`src/rtl/servo_pkg.sv`:
```
// Shared types and constants for the servo command path: FSM states, command record,
// angle limit and servo frame period.
package servo_pkg;

  typedef enum logic [1:0] {IDLE, RAMP, DWELL} state_t;

  typedef struct packed {
    logic [7:0] angle;
    logic [7:0] dwell;
  } cmd_t;

  localparam logic [7:0] ANGLE_MAX = 8'd180;

  // 20 ms servo frame expressed in 100 MHz clocks
  localparam int FRAME_PERIOD_CLKS = 2_000_000;

  function automatic logic [7:0] clamp_angle(input logic [7:0] a);
    return (a > ANGLE_MAX) ? ANGLE_MAX : a;
  endfunction

endpackage

```
`src/rtl/servo_cmd_fifo.sv`:
```
// Show-ahead command FIFO: rd_data always presents the oldest entry, pop retires it.
module servo_cmd_fifo
  import servo_pkg::*;
#(
  parameter int FIFO_DEPTH = 4
) (
  input  logic clk,
  input  logic rst_n,
  input  logic push,
  input  logic pop,
  input  cmd_t wr_data,
  output cmd_t rd_data,
  output logic full,
  output logic empty
);

  localparam int AW = (FIFO_DEPTH > 1) ? $clog2(FIFO_DEPTH) : 1;
  localparam logic [AW:0] DEPTH_C = (AW + 1)'(FIFO_DEPTH);

  cmd_t          mem [FIFO_DEPTH];
  logic [AW-1:0] wr_ptr;
  logic [AW-1:0] rd_ptr;
  logic [AW:0]   count;
  logic          do_push;
  logic          do_pop;

  assign full    = (count == DEPTH_C);
  assign empty   = (count == '0);
  assign do_push = push && !full;
  assign do_pop  = pop && !empty;
  assign rd_data = mem[rd_ptr];

  always_ff @(posedge clk or negedge rst_n) begin
    if (!rst_n) begin
      wr_ptr <= '0;
      rd_ptr <= '0;
      count  <= '0;
    end else begin
      if (do_push) wr_ptr <= wr_ptr + AW'(1);
      if (do_pop)  rd_ptr <= rd_ptr + AW'(1);
      case ({do_push, do_pop})
        2'b10:   count <= count + (AW + 1)'(1);
        2'b01:   count <= count - (AW + 1)'(1);
        default: count <= count;
      endcase
    end
  end

  // Storage holds data only; pointers alone define validity
  always_ff @(posedge clk) begin
    if (do_push) mem[wr_ptr] <= wr_data;
  end

endmodule

```
`src/rtl/servo_cmd_sequencer.sv`:
```
// Servo command sequencer: queues (angle, dwell) commands, ramps pos_deg per frame and
// drives pw_ticks for the PWM generator. Optional autonomous sweep: SERVO_SEQ_SWEEP_EN.
module servo_cmd_sequencer
  import servo_pkg::*;
#(
  parameter int INIT_DEG   = 90,
  parameter int STEP_DEG   = 1,
  parameter int BASE_TICKS = 100,
  parameter int SPAN_MUL   = 142,
  parameter int FIFO_DEPTH = 4
) (
  input  logic        clk,
  input  logic        rst_n,
  input  logic        frame_tick,
  input  logic        cmd_valid,
  output logic        cmd_ready,
  input  logic [7:0]  cmd_angle,
  input  logic [7:0]  cmd_dwell,
  input  logic        sweep_en,
  output logic [7:0]  pos_deg,
  output logic [15:0] pw_ticks,
  output logic        busy,
  output logic        at_target
);

  localparam logic [7:0] INIT_POS = 8'(INIT_DEG);

  function automatic logic [7:0] step_toward(input logic [7:0] p, input logic [7:0] t);
    logic [8:0] diff;
    logic [8:0] stp;
    stp = 9'(STEP_DEG);
    if (t > p) begin
      diff = {1'b0, t} - {1'b0, p};
      return p + 8'((diff < stp) ? diff : stp);
    end else begin
      diff = {1'b0, p} - {1'b0, t};
      return p - 8'((diff < stp) ? diff : stp);
    end
  endfunction

  function automatic logic [15:0] scale_pw(input logic [7:0] p);
    logic [15:0] prod;
    prod = 16'(p) * 16'(SPAN_MUL);
    return 16'(BASE_TICKS) + (prod >> 8);
  endfunction

  state_t      state, state_nxt;
  logic [7:0]  pos, pos_nxt;
  logic [7:0]  tgt, tgt_nxt;
  logic [7:0]  dwell_cnt, dwell_nxt;
  logic        at_tgt_nxt;
  logic        pop;
  logic        fifo_full;
  logic        fifo_empty;
  cmd_t        push_cmd;
  cmd_t        head;
  logic [15:0] pw_p1;

`ifdef SERVO_SEQ_SWEEP_EN
  logic sweep_up, sweep_up_nxt;
`else
  logic sweep_unused;
  assign sweep_unused = sweep_en;
`endif

  assign push_cmd.angle = clamp_angle(cmd_angle);
  assign push_cmd.dwell = cmd_dwell;
  assign cmd_ready      = !fifo_full;

  servo_cmd_fifo #(.FIFO_DEPTH(FIFO_DEPTH)) u_fifo (
    .clk     (clk),
    .rst_n   (rst_n),
    .push    (cmd_valid && cmd_ready),
    .pop     (pop),
    .wr_data (push_cmd),
    .rd_data (head),
    .full    (fifo_full),
    .empty   (fifo_empty)
  );

  always_comb begin
    state_nxt  = state;
    pos_nxt    = pos;
    tgt_nxt    = tgt;
    dwell_nxt  = dwell_cnt;
    at_tgt_nxt = 1'b0;
    pop        = 1'b0;
`ifdef SERVO_SEQ_SWEEP_EN
    sweep_up_nxt = sweep_up;
`endif
    case (state)
      IDLE: begin
        if (!fifo_empty) begin
          pop       = 1'b1;
          tgt_nxt   = head.angle;
          dwell_nxt = head.dwell;
          state_nxt = RAMP;
        end
`ifdef SERVO_SEQ_SWEEP_EN
        else if (sweep_en) begin
          tgt_nxt   = sweep_up ? ANGLE_MAX : 8'd0;
          dwell_nxt = 8'd0;
          state_nxt = RAMP;
        end
`endif
      end
      // Arrival is checked every clock so a target equal to pos exits without a frame
      RAMP: begin
        if (pos == tgt) begin
          at_tgt_nxt = 1'b1;
          state_nxt  = DWELL;
`ifdef SERVO_SEQ_SWEEP_EN
          sweep_up_nxt = !sweep_up;
`endif
        end else if (frame_tick) begin
          pos_nxt = step_toward(pos, tgt);
        end
      end
      DWELL: begin
        if (frame_tick) begin
          if (dwell_cnt == 8'd0) state_nxt = IDLE;
          else                   dwell_nxt = dwell_cnt - 8'd1;
        end
      end
      default: state_nxt = IDLE;
    endcase
  end

  always_ff @(posedge clk or negedge rst_n) begin
    if (!rst_n) begin
      state     <= IDLE;
      pos       <= INIT_POS;
      at_target <= 1'b0;
      pw_p1     <= scale_pw(INIT_POS);
`ifdef SERVO_SEQ_SWEEP_EN
      sweep_up  <= 1'b1;
`endif
    end else begin
      state     <= state_nxt;
      pos       <= pos_nxt;
      at_target <= at_tgt_nxt;
      pw_p1     <= scale_pw(pos);
`ifdef SERVO_SEQ_SWEEP_EN
      sweep_up  <= sweep_up_nxt;
`endif
    end
  end

  always_ff @(posedge clk) begin
    tgt       <= tgt_nxt;
    dwell_cnt <= dwell_nxt;
  end

  assign pos_deg  = pos;
  assign pw_ticks = pw_p1;
  assign busy     = (state != IDLE) || !fifo_empty;

endmodule

```
`config.mk`:
```
export PLATFORM = sky130hd
export DESIGN_NAME = servo_cmd_sequencer
export DESIGN_NICKNAME = d
export VERILOG_FILES = /design/src/rtl/servo_pkg.sv /design/src/rtl/servo_cmd_fifo.sv /design/src/rtl/servo_cmd_sequencer.sv
export SDC_FILE = /design/constraint.sdc
export NUM_CORES = 1
export LEC_CHECK = 0
export BUFFER_PORTS_ARGS = -buffer_cell sky130_fd_sc_hd__buf_2
export CAP_MARGIN = 20
export CORE_AREA = 5 5 110 112
export CTS_BUF_LIST = sky130_fd_sc_hd__clkbuf_16
export DETAILED_ROUTE_END_ITERATION = 8
export DIE_AREA = 0 0 115 117
export PLACE_DENSITY_LB_ADDON = 0.25
export SYNTH_ARGS = -nofsm -noshare
export SYNTH_HDL_FRONTEND = slang
export SYNTH_HIERARCHICAL = 1
export SYNTH_SLANG_ARGS = --single-unit
```
`constraint.sdc`:
```
create_clock -name clk -period 6.1 [get_ports clk]
set_clock_uncertainty 0.05 [all_clocks]
set_input_delay 0.915 -clock clk [delete_from_list [all_inputs] [get_ports clk]]
set_output_delay 0.915 -clock clk [all_outputs]
set_load 0.01 [all_outputs]
```
==> run metrics <==
status=finished clean; CP Data Required Time=6.32 ns; Core Region=0.0111 mm^2; latest clock arrival within the worst-skew pair=0.35 ns; vias in the first global route=4031; Post-Syn Area=0.00654 mm^2; fin crit share=0.834; Fillers=859; reg2reg start=pos_deg[6]; #FFs+latches synth=107; initial cell density of the core=0.587; DIE HEIGHT=117 um; ys flop type=edfxtp_1; clock slew at reported path FFs=0.08 ns; Post-DP Area=0.00680 mm^2; CTS HTree Levels=3; die area=0.0135 mm^2; CTS resizes=0; GPL Wtd Cong=0.840; Final Critical Period=5.09 ns; most frequent cells in the layout=edfxtp_1 (80), ha_1 (64), inv_1 (62); hold depth=1; hold_sp=u_fifo/count[2]; max-cap check violation count=0; commonest non-fill, non-tap cell in the layout=edfxtp_1; f_max=197 MHz; total number of vias=3984; final setup vio count=0; WP data arrival=5.31 ns; Residual DRC=0; clock buffer count from CTS=9; CP Launch Type=register; Post-Route WL=11900 um; FF-to-FF setup slack=1.01 ns; aggregate global routing overflow=0; Iteration-0 DRC Markers=220; post-detailed-route wirelength per cell=16.6 um; # rows=39; slew margin rel.=0.424; Seq/Total Area, Yosys=0.473; Detailed Place HPWL=8560 um; fraction of registers with async set/reset=0.252; synth unique cells=77; Final ANT Viol Nets=0; setup TNS=0 ns; Reg2Reg Depth=18; Area growth, synth to finish=9.04%; Post-Syn Area per Cell=12.4 um^2; Worst-Margin Slew=0.864 ns; # clock sinks=107; Avg Vias per Cell=5.59; hold path endpoint=u_fifo/count[2]; Max clock buf depth=2; cell count after synthesis=526; fin area=0.00713 mm^2; max-slew violations=0; RSZ-0062 raised after global routing=no; postcts setup bufs=0; Ant. Diodes=0; kind of critical path=register to register; largest net degree at the start of global routing=28; CTS Hold Bufs=0; reg2reg end=pw_ticks[6]; number of synthesized flops with an enable pin=80; initial antenna violation count=0; Hold Crit Class=register to register; Post-layout nets=661; PortBufs=39; global-route wire length before repair=19500 um; share of cells above drive strength 1=0.179; clk root buf=clkbuf_16; drt pass-1 iters=4; CP max FO=8; Hold Violations, Final=0; Die W=115 um; Crit. End Element=register; Ports=48; Tot GR Track Use=0.187; YS warnings=6; CTS tree=yes
==> final cells by class <==
class	count	area [um^2]	share of cell area
inverter	63	236	0.0332
sequential	107	3090	0.433
multi-input combinational	342	3090	0.434
clock buffer	9	225	0.0316
tap	143	179	0.0251
timing repair buffer	42	215	0.0302
clock inverter	7	91.3	0.0128
==> worst max-delay path, cell delays in order (launching register included) <==
cell	delay, ns
dfstp_2	0.63
ha_1	0.26
ha_1	0.27
inv_1	0.05
fa_1	0.51
fa_1	0.53
inv_1	0.05
ha_1	0.33
o21ai_0	0.26
nor2_1	0.10
a211o_1	0.33
a21oi_1	0.21
xnor2_1	0.10
ha_1	0.24
a32o_1	0.27
a31oi_2	0.19
o211ai_1	0.17
a221oi_2	0.32
xnor2_1	0.15
==> cells in the mapped netlist (all sizes together), types with 4 or more instances <==
master	instances	area share
a211oi	4	0.0054
nand2	23	0.013
a21oi	14	0.011
nor4	4	0.0048
xnor2	20	0.027
edfxtp	80	0.37
a221oi	4	0.010
o21a	6	0.0069
mux4	16	0.060
dfrtp	19	0.073
clkbuf	4	0.0023
and2	11	0.011
buf	16	0.020
o21ai	29	0.025
inv	63	0.036
dfstp	8	0.032
xor2	11	0.016
ha	64	0.12
nor2b	8	0.0092
nor3	8	0.0061
fa	11	0.034
nor2	30	0.017
mux2	4	0.0069
a21o	6	0.0071
nand2b	13	0.012
==> per-layer routing <==
layer	track usage	share of wire
met1	0.248	0.45
met2	0.321	0.50
met3	0.0216	0.044
met4	0.0649	0.013
met5	0	0
==> stage by stage <==
step	worst slack (ns)	util	hold slack (ns)	instances
final	1.01	0.640	0.470	713
after floorplan	1.40	-	0.426	532
after global placement	1.22	0.612	0.450	696
after CTS	1.02	0.640	0.476	712
after global routing	0.765	0.640	0.500	713
after detailed placement	1.14	0.612	0.465	696
==> worst max path at each step <==
stage                from          end  slack [ns]  cells past startpoint
2_1_floorplan  pos_deg[6]  pw_ticks[6]        1.40                     18
3_3_place_gp   pos_deg[6]  pw_ticks[6]        1.22                     18
3_5_place_dp   pos_deg[6]  pw_ticks[6]        1.14                     18
4_1_cts        pos_deg[6]  pw_ticks[6]        1.02                     18
5_1_grt        pos_deg[6]  pw_ticks[6]        0.77                     18
6_report       pos_deg[6]  pw_ticks[6]        1.01                     18
==> registers in the layout, summed over array words and instances (netlist names) <==
| name | count |
|---|---|
| u_fifo/mem | 64 |
| pw_ticks | 9 |
| dwell_cnt | 8 |
| pos_deg | 8 |
| tgt | 8 |
| u_fifo/count | 3 |
| state | 2 |
| u_fifo/rd_ptr | 2 |
| u_fifo/wr_ptr | 2 |
| at_target | 1 |
==> kinds of logic (layout without fill, tap and decap cells) <==
kind of cell / after synthesis / in the layout / share of synthesized area
AND/OR/NAND/NOR: 115 / 115 / 0.0950
flip-flops: 107 / 107 / 0.473
AO/OA/AOI/OAI: 92 / 92 / 0.106
buffers and inverters: 83 / 121 / 0.0580
adder cells (fa/ha/maj): 75 / 75 / 0.156
XOR/XNOR: 31 / 31 / 0.0427
multiplexers: 21 / 21 / 0.0682
other: 2 / 8 / 0.00115
Power is not shown: default switching activity piles up to over one toggle a cycle in this logic, so the estimate is an artifact.
